$ cat src/rtl/dco_lock_ctrl.sv
`default_nettype none
// ============================================================================
// Module   : dco_lock_ctrl
// Purpose  : Closed-loop tap controller for an 8-tap DCO. Counts synchronised
//            DCO rising edges over a fixed clk window, compares the count with
//            a target and steps the one-hot tap select until the count is
//            within tolerance.
// Ports    : clk        - system clock
//            rst_n      - asynchronous active-low reset
//            ena        - design enable; low forces IDLE (idx/meas/err held)
//            start      - single-cycle request to run a lock sequence
//            target_cnt - desired edge count per window
//            dco_in     - DCO output, asynchronous to clk
//            dco_code   - registered one-hot tap select (1 << idx)
//            busy       - high while settling, measuring or adjusting
//            locked     - high while holding a locked code
//            range_err  - sticky: a step beyond tap 0 or tap 7 was required
//            meas_cnt   - edge count of the last completed window
// Revision : 1.0 - initial release
// ============================================================================
module dco_lock_ctrl #(
  parameter int CW         = 8,
  parameter int WINDOW     = 256,
  parameter int SETTLE_CYC = 16,
  parameter int TOL        = 1,
  parameter int INIT_IDX   = 0
) (
  input  logic          clk,
  input  logic          rst_n,
  input  logic          ena,
  input  logic          start,
  input  logic [CW-1:0] target_cnt,
  input  logic          dco_in,
  output logic [7:0]    dco_code,
  output logic          busy,
  output logic          locked,
  output logic          range_err,
  output logic [CW-1:0] meas_cnt
);

  // One extra bit keeps the cycle counter safe for any window/settle size.
  localparam int              c_TW          = $clog2((WINDOW > SETTLE_CYC) ? WINDOW : SETTLE_CYC) + 1;
  localparam logic [c_TW-1:0] c_SETTLE_LAST = c_TW'(SETTLE_CYC - 1);
  localparam logic [c_TW-1:0] c_WINDOW_LAST = c_TW'(WINDOW - 1);
  localparam logic [CW-1:0]   c_TOL         = CW'(TOL);
  localparam logic [2:0]      c_INIT_IDX    = 3'(INIT_IDX);
  localparam logic [2:0]      c_IDX_MAX     = 3'd7;
  localparam logic [7:0]      c_INIT_CODE   = 8'd1 << c_INIT_IDX;

  typedef enum logic [2:0] {
    S_IDLE    = 3'd0,
    S_SETTLE  = 3'd1,
    S_MEASURE = 3'd2,
    S_ADJUST  = 3'd3,
    S_LOCKED  = 3'd4
  } state_t;

  state_t          r_state, w_state_nxt;
  logic            r_sync1, r_sync2, r_sync3;
  logic [2:0]      r_idx, w_idx_nxt;
  logic [c_TW-1:0] r_cyc, w_cyc_nxt;
  logic [CW-1:0]   r_edge, w_edge_nxt;
  logic [CW-1:0]   r_meas, w_meas_nxt;
  logic            r_rerr, w_rerr_nxt;
  logic            r_dir_valid, w_dir_valid_nxt;
  logic            r_dir_up, w_dir_up_nxt;
  logic [7:0]      r_code;

  logic            w_rise;
  logic [CW-1:0]   w_edge_sum;
  logic [CW-1:0]   w_diff;
  logic            w_meas_low;

  // Rising edge seen after the two-flop synchroniser.
  assign w_rise     = r_sync2 & ~r_sync3;
  // Edge counter saturates at all-ones.
  assign w_edge_sum = (w_rise && (r_edge != '1)) ? r_edge + 1'b1 : r_edge;
  assign w_meas_low = (r_meas < target_cnt);
  assign w_diff     = w_meas_low ? (target_cnt - r_meas) : (r_meas - target_cnt);

  always_ff @(posedge clk or negedge rst_n) begin
    if (!rst_n) begin
      r_state     <= S_IDLE;
      r_sync1     <= 1'b0;
      r_sync2     <= 1'b0;
      r_sync3     <= 1'b0;
      r_idx       <= c_INIT_IDX;
      r_cyc       <= '0;
      r_edge      <= '0;
      r_meas      <= '0;
      r_rerr      <= 1'b0;
      r_dir_valid <= 1'b0;
      r_dir_up    <= 1'b0;
      r_code      <= c_INIT_CODE;
    end else begin
      r_state     <= w_state_nxt;
      r_sync1     <= dco_in;
      r_sync2     <= r_sync1;
      r_sync3     <= r_sync2;
      r_idx       <= w_idx_nxt;
      r_cyc       <= w_cyc_nxt;
      r_edge      <= w_edge_nxt;
      r_meas      <= w_meas_nxt;
      r_rerr      <= w_rerr_nxt;
      r_dir_valid <= w_dir_valid_nxt;
      r_dir_up    <= w_dir_up_nxt;
      r_code      <= 8'd1 << w_idx_nxt;
    end
  end

  always_comb begin
    w_state_nxt     = r_state;
    w_idx_nxt       = r_idx;
    w_cyc_nxt       = r_cyc;
    w_edge_nxt      = r_edge;
    w_meas_nxt      = r_meas;
    w_rerr_nxt      = r_rerr;
    w_dir_valid_nxt = r_dir_valid;
    w_dir_up_nxt    = r_dir_up;

    if (!ena) begin
      w_state_nxt = S_IDLE;
    end else begin
      case (r_state)
        S_IDLE: begin
          if (start) begin
            w_state_nxt     = S_SETTLE;
            w_rerr_nxt      = 1'b0;
            w_dir_valid_nxt = 1'b0;
            w_cyc_nxt       = '0;
          end
        end
        S_SETTLE: begin
          if (r_cyc == c_SETTLE_LAST) begin
            w_state_nxt = S_MEASURE;
            w_cyc_nxt   = '0;
            w_edge_nxt  = '0;
          end else begin
            w_cyc_nxt = r_cyc + 1'b1;
          end
        end
        S_MEASURE: begin
          w_edge_nxt = w_edge_sum;
          if (r_cyc == c_WINDOW_LAST) begin
            w_meas_nxt  = w_edge_sum;
            w_state_nxt = S_ADJUST;
            w_cyc_nxt   = '0;
          end else begin
            w_cyc_nxt = r_cyc + 1'b1;
          end
        end
        S_ADJUST: begin
          if (w_diff <= c_TOL) begin
            w_state_nxt = S_LOCKED;
          end else if (w_meas_low) begin
            // Too slow: move to a faster tap unless that undoes a DN step.
            if (r_dir_valid && !r_dir_up) begin
              w_state_nxt = S_LOCKED;
            end else if (r_idx == c_IDX_MAX) begin
              w_rerr_nxt  = 1'b1;
              w_state_nxt = S_IDLE;
            end else begin
              w_idx_nxt       = r_idx + 3'd1;
              w_dir_valid_nxt = 1'b1;
              w_dir_up_nxt    = 1'b1;
              w_state_nxt     = S_SETTLE;
            end
          end else begin
            // Too fast: move to a slower tap unless that undoes an UP step.
            if (r_dir_valid && r_dir_up) begin
              w_state_nxt = S_LOCKED;
            end else if (r_idx == 3'd0) begin
              w_rerr_nxt  = 1'b1;
              w_state_nxt = S_IDLE;
            end else begin
              w_idx_nxt       = r_idx - 3'd1;
              w_dir_valid_nxt = 1'b1;
              w_dir_up_nxt    = 1'b0;
              w_state_nxt     = S_SETTLE;
            end
          end
        end
        S_LOCKED: begin
          // A re-lock is a fresh sequence from the held tap, so the
          // reversal history of the previous sequence is discarded.
          if (start) begin
            w_state_nxt     = S_SETTLE;
            w_dir_valid_nxt = 1'b0;
            w_cyc_nxt       = '0;
          end
        end
        default: w_state_nxt = S_IDLE;
      endcase
    end
  end

  assign busy      = (r_state == S_SETTLE) || (r_state == S_MEASURE) || (r_state == S_ADJUST);
  assign locked    = (r_state == S_LOCKED);
  assign range_err = r_rerr;
  assign meas_cnt  = r_meas;
  assign dco_code  = r_code;

endmodule
`default_nettype wire
$ cat config.mk
export PLATFORM = sky130hd
export DESIGN_NAME = dco_lock_ctrl
export DESIGN_NICKNAME = d
export VERILOG_FILES = /design/src/rtl/dco_lock_ctrl.sv
export SDC_FILE = /design/constraint.sdc
export NUM_CORES = 1
export LEC_CHECK = 0
export BUFFER_PORTS_ARGS = -buffer_cell sky130_fd_sc_hd__buf_2
export CAP_MARGIN = 20
export CORE_MARGIN = 3
export CORE_UTILIZATION = 60
export DETAILED_ROUTE_END_ITERATION = 7
export HOLD_SLACK_MARGIN = 0.02
export PLACE_DENSITY = 0.81
export SETUP_SLACK_MARGIN = 0.4
export SYNTH_ARGS = -nofsm -noshare
export SYNTH_HDL_FRONTEND = slang
export SYNTH_SLANG_ARGS = --single-unit
export TNS_END_PERCENT = 5
$ cat constraint.sdc
create_clock -name clk -period 5.3 [get_ports clk]
set_input_delay 0.265 -clock clk [delete_from_list [all_inputs] [get_ports clk]]
set_output_delay 0.265 -clock clk [all_outputs]
set_load 0.005 [all_outputs]
# Yosys cells after proc, flatten, opt, wreduce, memory -nomap -nowiden
# Cells that the tools add are included.
classes:
  add_sub_neg: 6
  reduce_logical: 20
  shifts: 1
  n_bitwise: 3
  n_eq_ne: 25
  muxes: 45
  n_lt_le_gt_ge: 2
ops:
  columns: ["cell", "count"]
  rows:
  - ["$mux W3", 16]
  - ["$mux W9", 3]
  - ["$pmux W9 S3", 1]
  - ["$mux W8", 3]
  - ["$ne A3 B3 Y1 const B", 8]
  - ["$mux W1", 18]
  - ["$pmux W8 S2", 1]
  - ["$reduce_and A8 Y1", 2]
  - ["$sub A8 B8 Y8", 2]
  - ["$ne A2 B2 Y1 const B", 7]
  - ["$pmux W3 S4", 1]
  - ["$reduce_and A3 Y1", 4]
  - ["$add A9 B1 Y9 const B", 1]
  - ["$eq A9 B4 Y1 const B", 1]
  - ["$eq A9 B8 Y1 const B", 1]
  - ["$add A8 B1 Y8 const B", 1]
  - ["$le A8 B1 Y1 const B", 1]
  - ["$lt A8 B8 Y1", 1]
  - ["$ne A8 B8 Y1 const B", 1]
  - ["$shl A1 B3 Y8 const A", 1]
  - ["$reduce_and A7 Y1", 1]
  - ["$eq A3 B2 Y1 const B", 2]
  - ["$eq A3 B3 Y1 const B", 2]
  - ["$logic_not A3 Y1", 2]
  - ["14 further kinds", 21]
totals:
  output_inout_bits: 19
  reg_bits: 45

# Longest topological paths before layout
logic_depth:
  ltp_word: 8
  mapped_depth: 14
  ltp_nobuf: 13

# Least setup slack after synthesis
# Ideal clock, no wire load.
synth_path:
  kind: "reg2reg"
  start: "reg r_meas[0] (netlist: meas_cnt[0])"
  end: "reg r_code[0] (netlist: dco_code[0])"
  setup_slack_ns: 2.218
  setup_time_ns: 0.090
  required_ns: 5.210
  synth_period_minus_slack_ns: 3.082
  arrival_time_ns: 2.992
  stages_incl_launch_ff: 14
  path_cell_list: "dfrtp_1 -> inv_1 -> ha_1 -> inv_1 -> fa_1 -> and3_2 -> o21ai_2 -> nand2_2 -> or4b_4 -> a2bb2oi_2 -> a31oi_1 -> o2111a_1 -> buf_6 -> nor4_2"
synth_via:
  elab_chain_cells: 7
synth_rtl:
  columns: ["element", "line_no", "text"]
  rows:
  - ["start, declared", "63", "logic [CW-1:0] r_meas, w_meas_nxt;"]
  - ["start signal, assigned", "103", "r_meas <= w_meas_nxt;"]
  - ["$sub A8 B8 Y8 / $lt A8 B8 Y1 (equally long branches)", "79, 78", null]
  - ["$mux W8", "79", "assign w_diff = w_meas_low ? (target_cnt - r_meas) : (r_meas - target_cnt);"]
  - ["$le A8 B1 Y1", "153", "if (w_diff <= c_TOL) begin"]
  - ["$mux W3 *", "153", null]
  - ["$mux W3 *", "124", "case (r_state)"]
  - ["$mux W3 *", "121", "if (!ena) begin"]
  - ["net w_idx_nxt[1]", "60", "logic [2:0] r_idx, w_idx_nxt;"]
  - ["$shl A1 B3 Y8 *", "107", "r_code <= 8'd1 << w_idx_nxt;"]
  - ["end signal, assigned", "94", "r_code <= c_INIT_CODE;"]
  - ["end signal, assigned", "107", null]
  - ["end, declared", "67", "logic [7:0] r_code;"]
# Mark *: on every way through the listed nets, which the timed path passes. The rest lies on a longest branch.
# A chain may end at the register's enable or synchronous reset.

# Worst setup path after layout
layout_path:
  start: "reg r_meas[0] (netlist: meas_cnt[0])"
  end: "reg r_code[4] (netlist: dco_code[4])"
layout_via:
  elab_chain_cells: 7
layout_rtl:
  columns: ["element", "line_no"]
  rows:
  - ["$sub A8 B8 Y8 / $lt A8 B8 Y1 (equally long branches)", "79, 78"]
  - ["$mux W8", "79"]
  - ["$le A8 B1 Y1", "153"]
  - ["$mux W3 *", "153"]
  - ["$mux W3 *", "124"]
  - ["$mux W3 *", "121"]
  - ["$shl A1 B3 Y8 *", "107"]
# Every way passes the cells marked *; elsewhere a longest branch is shown, timed or not.

==> metrics.md <==
| Metric | Value |
|---|---|
| Status | finished clean |
| Slew Limit Fails | 0 |
| Ys flop type | dfrtp_1 |
| Max Fclk | 295 MHz |
| Pleak | 1.68 nW |
| Final net count | 425 |
| Slew HR | 0.357 |
| Post-synthesis sequential area ratio | 0.344 |
| Area grow syn2layout | 8.36% |
| Final hold violation count | 0 |
| Mapped cell area | 3280 µm² |
| First-pass detailed-route iteration total | 5 |
| Post-CTS setup buffer count | 0 |
| Critical Path Fanout Max | 10 |
| MaxCap Viol Count | 0 |
| Initial antenna violation count | 0 |
| Clock Sinks | 45 |
| Routed via count | 2734 |
| Slowest cell delay on critical path | 0.55 ns |
| CTS HTree Levels | 2 |
| Actual slew at the worst max-slew pin | 0.965 ns |
| Yosys top cell by area | dfrtp_1 |
| Vias in the first global route | 2602 |
| Hold_buf cts | 0 |
| Synth async-reset ratio | 1.00 |
| Max VDD drop | 0.192 mV |
| Setup Skew | 0.00509 ns |
| Netlist cell types | 74 |
| Avg Cell Area, Syn | 9.03 µm² |
| Arrival time at the worst endpoint | 3.60 ns |
| Largest net degree at the start of global routing | 46 |
| Residual DRC | 0 |
| Post-synth top cells | 44 x dfrtp_1, 33 x nor2_1, 30 x nand2_1 |
| Setup violations, final | 0 |
| Worst setup SP type | flop |
| Critical path type | flop to flop |
| Initial Util | 0.630 |
| Worst-Skew Late Latency | 0.30 ns |
| GP Congestion | 0.881 |
| Top cell type's share of synthesized area | 0.336 |
| CTS Root Cell | clkbuf_8 |
| Clock period minus worst slack | 3.39 ns |
| Clock transition at path regs | 0.09 ns |
| Area contributors post-synth | dfrtp_1 34%, ha_1 8.4%, nor2_1 3.8%, a21oi_1 3.5%, nand2_1 3.4% |
| Setup tns final | 0 ns |
| WHS | 0.0707 ns |
| Via-to-Cell Ratio | 5.96 |
| Avg WL per Cell | 14.9 µm |
| Syn Nets | 400 |
| EDFF count, synth | 0 |
| Power per cell area | 242 nW/µm² |
| CP Data Required Time | 5.51 ns |
| Initial drt markers | 235 |
| CTS tree | done |
| CP dominant cell by count | inv_1 |
| Flops & latches, synth | 45 |
| Worst Setup End Kind | flop |
| First-pass GRT wire length | 12000 µm |
| Gr ovfl total | 0 |
| Total CTS buffers | 5 |
| Post-cts resize count | 0 |
| Leading cell type by number of instances after synthesis | dfrtp_1 |
| Post-route ant nets | 0 |
| CP max stage cell | or4b_4 |
| Row Count | 26 |
| Die width | 79.9 µm |
| Io pins | 32 |
| Layout cells sized above 1 | 0.188 |
| Crit path cell chain | inv_1 -> ha_1 -> inv_1 -> fa_1 -> and3_2 -> o21ai_2 -> nand2_2 -> or4b_4 -> a2bb2oi_2 -> a31oi_1 -> o2111a_1 -> nor4_2 |
| Post-Route WL | 6860 µm |
| Yosys warnings | 0 |
| Synth Instances | 363 |
| DP HPWL | 5270 µm |
| Clock Tree Buf Depth | 2 |
| Die Y | 79.9 µm |
| Core area | 5200 µm² |
| Die area | 6390 µm² |
| GRT Overall Usage | 0.234 |
| Port bufs | 31 |
| HP Class | input port to flop |
| Unrepaired setup endpoints after global routing | no |
| # diodes | 0 |
| Period utilization | 0.640 |
[cells in the final DEF, fill, tap and decap left out, types with 4 or more instances in the layout]
master and instances:
dfrtp_1 44, nor2_1 33, buf_2 31, nand2_1 30, inv_1 27, a21oi_1 23
ha_1 22, o21ai_0 21, nand3_1 16, xnor2_1 11, xor2_1 8, a21o_1 7
o31ai_1 6, clkbuf_8 6, a31oi_1 5, nor2b_1 5, nand4_1 5, and3_1 4
a21o_2 4, and4_1 4, a211oi_1 4
[layout make-up]
cell class	count	area, µm²
clock buffer	6	82.6
clock inverter	2	37.5
tap	70	87.6
multi-input combinational	277	1960
sequential	45	1130
fill	425	1650
timing repair buffer	31	155
inverter	28	105
[layer usage]
layer	part of all wire	GRT usage	wire length [µm]
met5	0	0	0
met4	0.010	0.0608	70
met2	0.51	0.394	3490
met3	0.029	0.0350	202
met1	0.45	0.314	3100
[worst max-delay path: cells and delay by family, from the launching register on]
family / cells / cell delay (ns)
AOI/OAI and AO/OA: 4 / 0.96
buffers and inverters: 2 / 0.13
DFF: 1 / 0.41
adders and majority gates: 2 / 0.59
and+or+nand+nor: 4 / 1.21
[cells by family (layout without fill, tap and decap cells)]
family | after synthesis | count (layout) | share of synthesized area
AND/OR/NAND/NOR | 127 | 127 | 0.209
flip-flops | 45 | 45 | 0.344
buffers and inverters | 41 | 67 | 0.0591
XOR/XNOR | 19 | 19 | 0.0507
adder cells (fa/ha/maj) | 24 | 24 | 0.0961
multiplexers | 3 | 3 | 0.00992
AO/OA/AOI/OAI | 104 | 104 | 0.231
[registers in the layout, indices dropped and copies added (netlist names)]
register	count
r_idx	3
r_sync2	1
r_cyc	9
r_sync3	1
meas_cnt	8
r_dir_valid	1
dco_code	8
range_err	1
r_sync1	1
r_edge	8
r_state	3
r_dir_up	1
[power breakdown]
| part | switching (mW) | internal (mW) |
|---|---|---|
| combinational | 0.107 | 0.0780 |
| sequential | 0.0310 | 0.374 |
| clock | 0.117 | 0.153 |
| total | 0.255 | 0.605 |
[path summary, 6_finish.rpt]
check	startpoint	endpoint	slack, ns	cells after the start
min reg2reg	r_sync1$_DFF_PN0_	r_sync2$_DFF_PN0_	0.36	0
max in group asynchronous	rst_n	meas_cnt[0]$_DFFE_PN0P_	4.59	1
max	meas_cnt[0]$_DFFE_PN0P_	dco_code[4]$_DFF_PN0_	1.91	12
min	dco_in	r_sync1$_DFF_PN0_	0.07	1
max reg2reg	meas_cnt[0]$_DFFE_PN0P_	dco_code[4]$_DFF_PN0_	1.91	12
min in group asynchronous	rst_n	dco_code[6]$_DFF_PN0_	0.11	1
[through the flow]
| stage | total power, mW | setup slack, ns | area [µm²] | instances | util |
|---|---|---|---|---|---|
| after floorplan | 0.538 | 2.22 | 3280 | 363 | - |
| after global placement | 0.586 | 2.08 | 3430 | 451 | 0.660 |
| after detailed placement | 0.594 | 1.94 | 3430 | 451 | 0.660 |
| after CTS | 0.868 | 1.92 | 3550 | 459 | 0.683 |
| after global routing | 0.914 | 1.67 | 3550 | 459 | 0.683 |
| final | 0.859 | 1.91 | 3550 | 459 | 0.683 |
No activity file was read; power rests on OpenSTA's default activity.
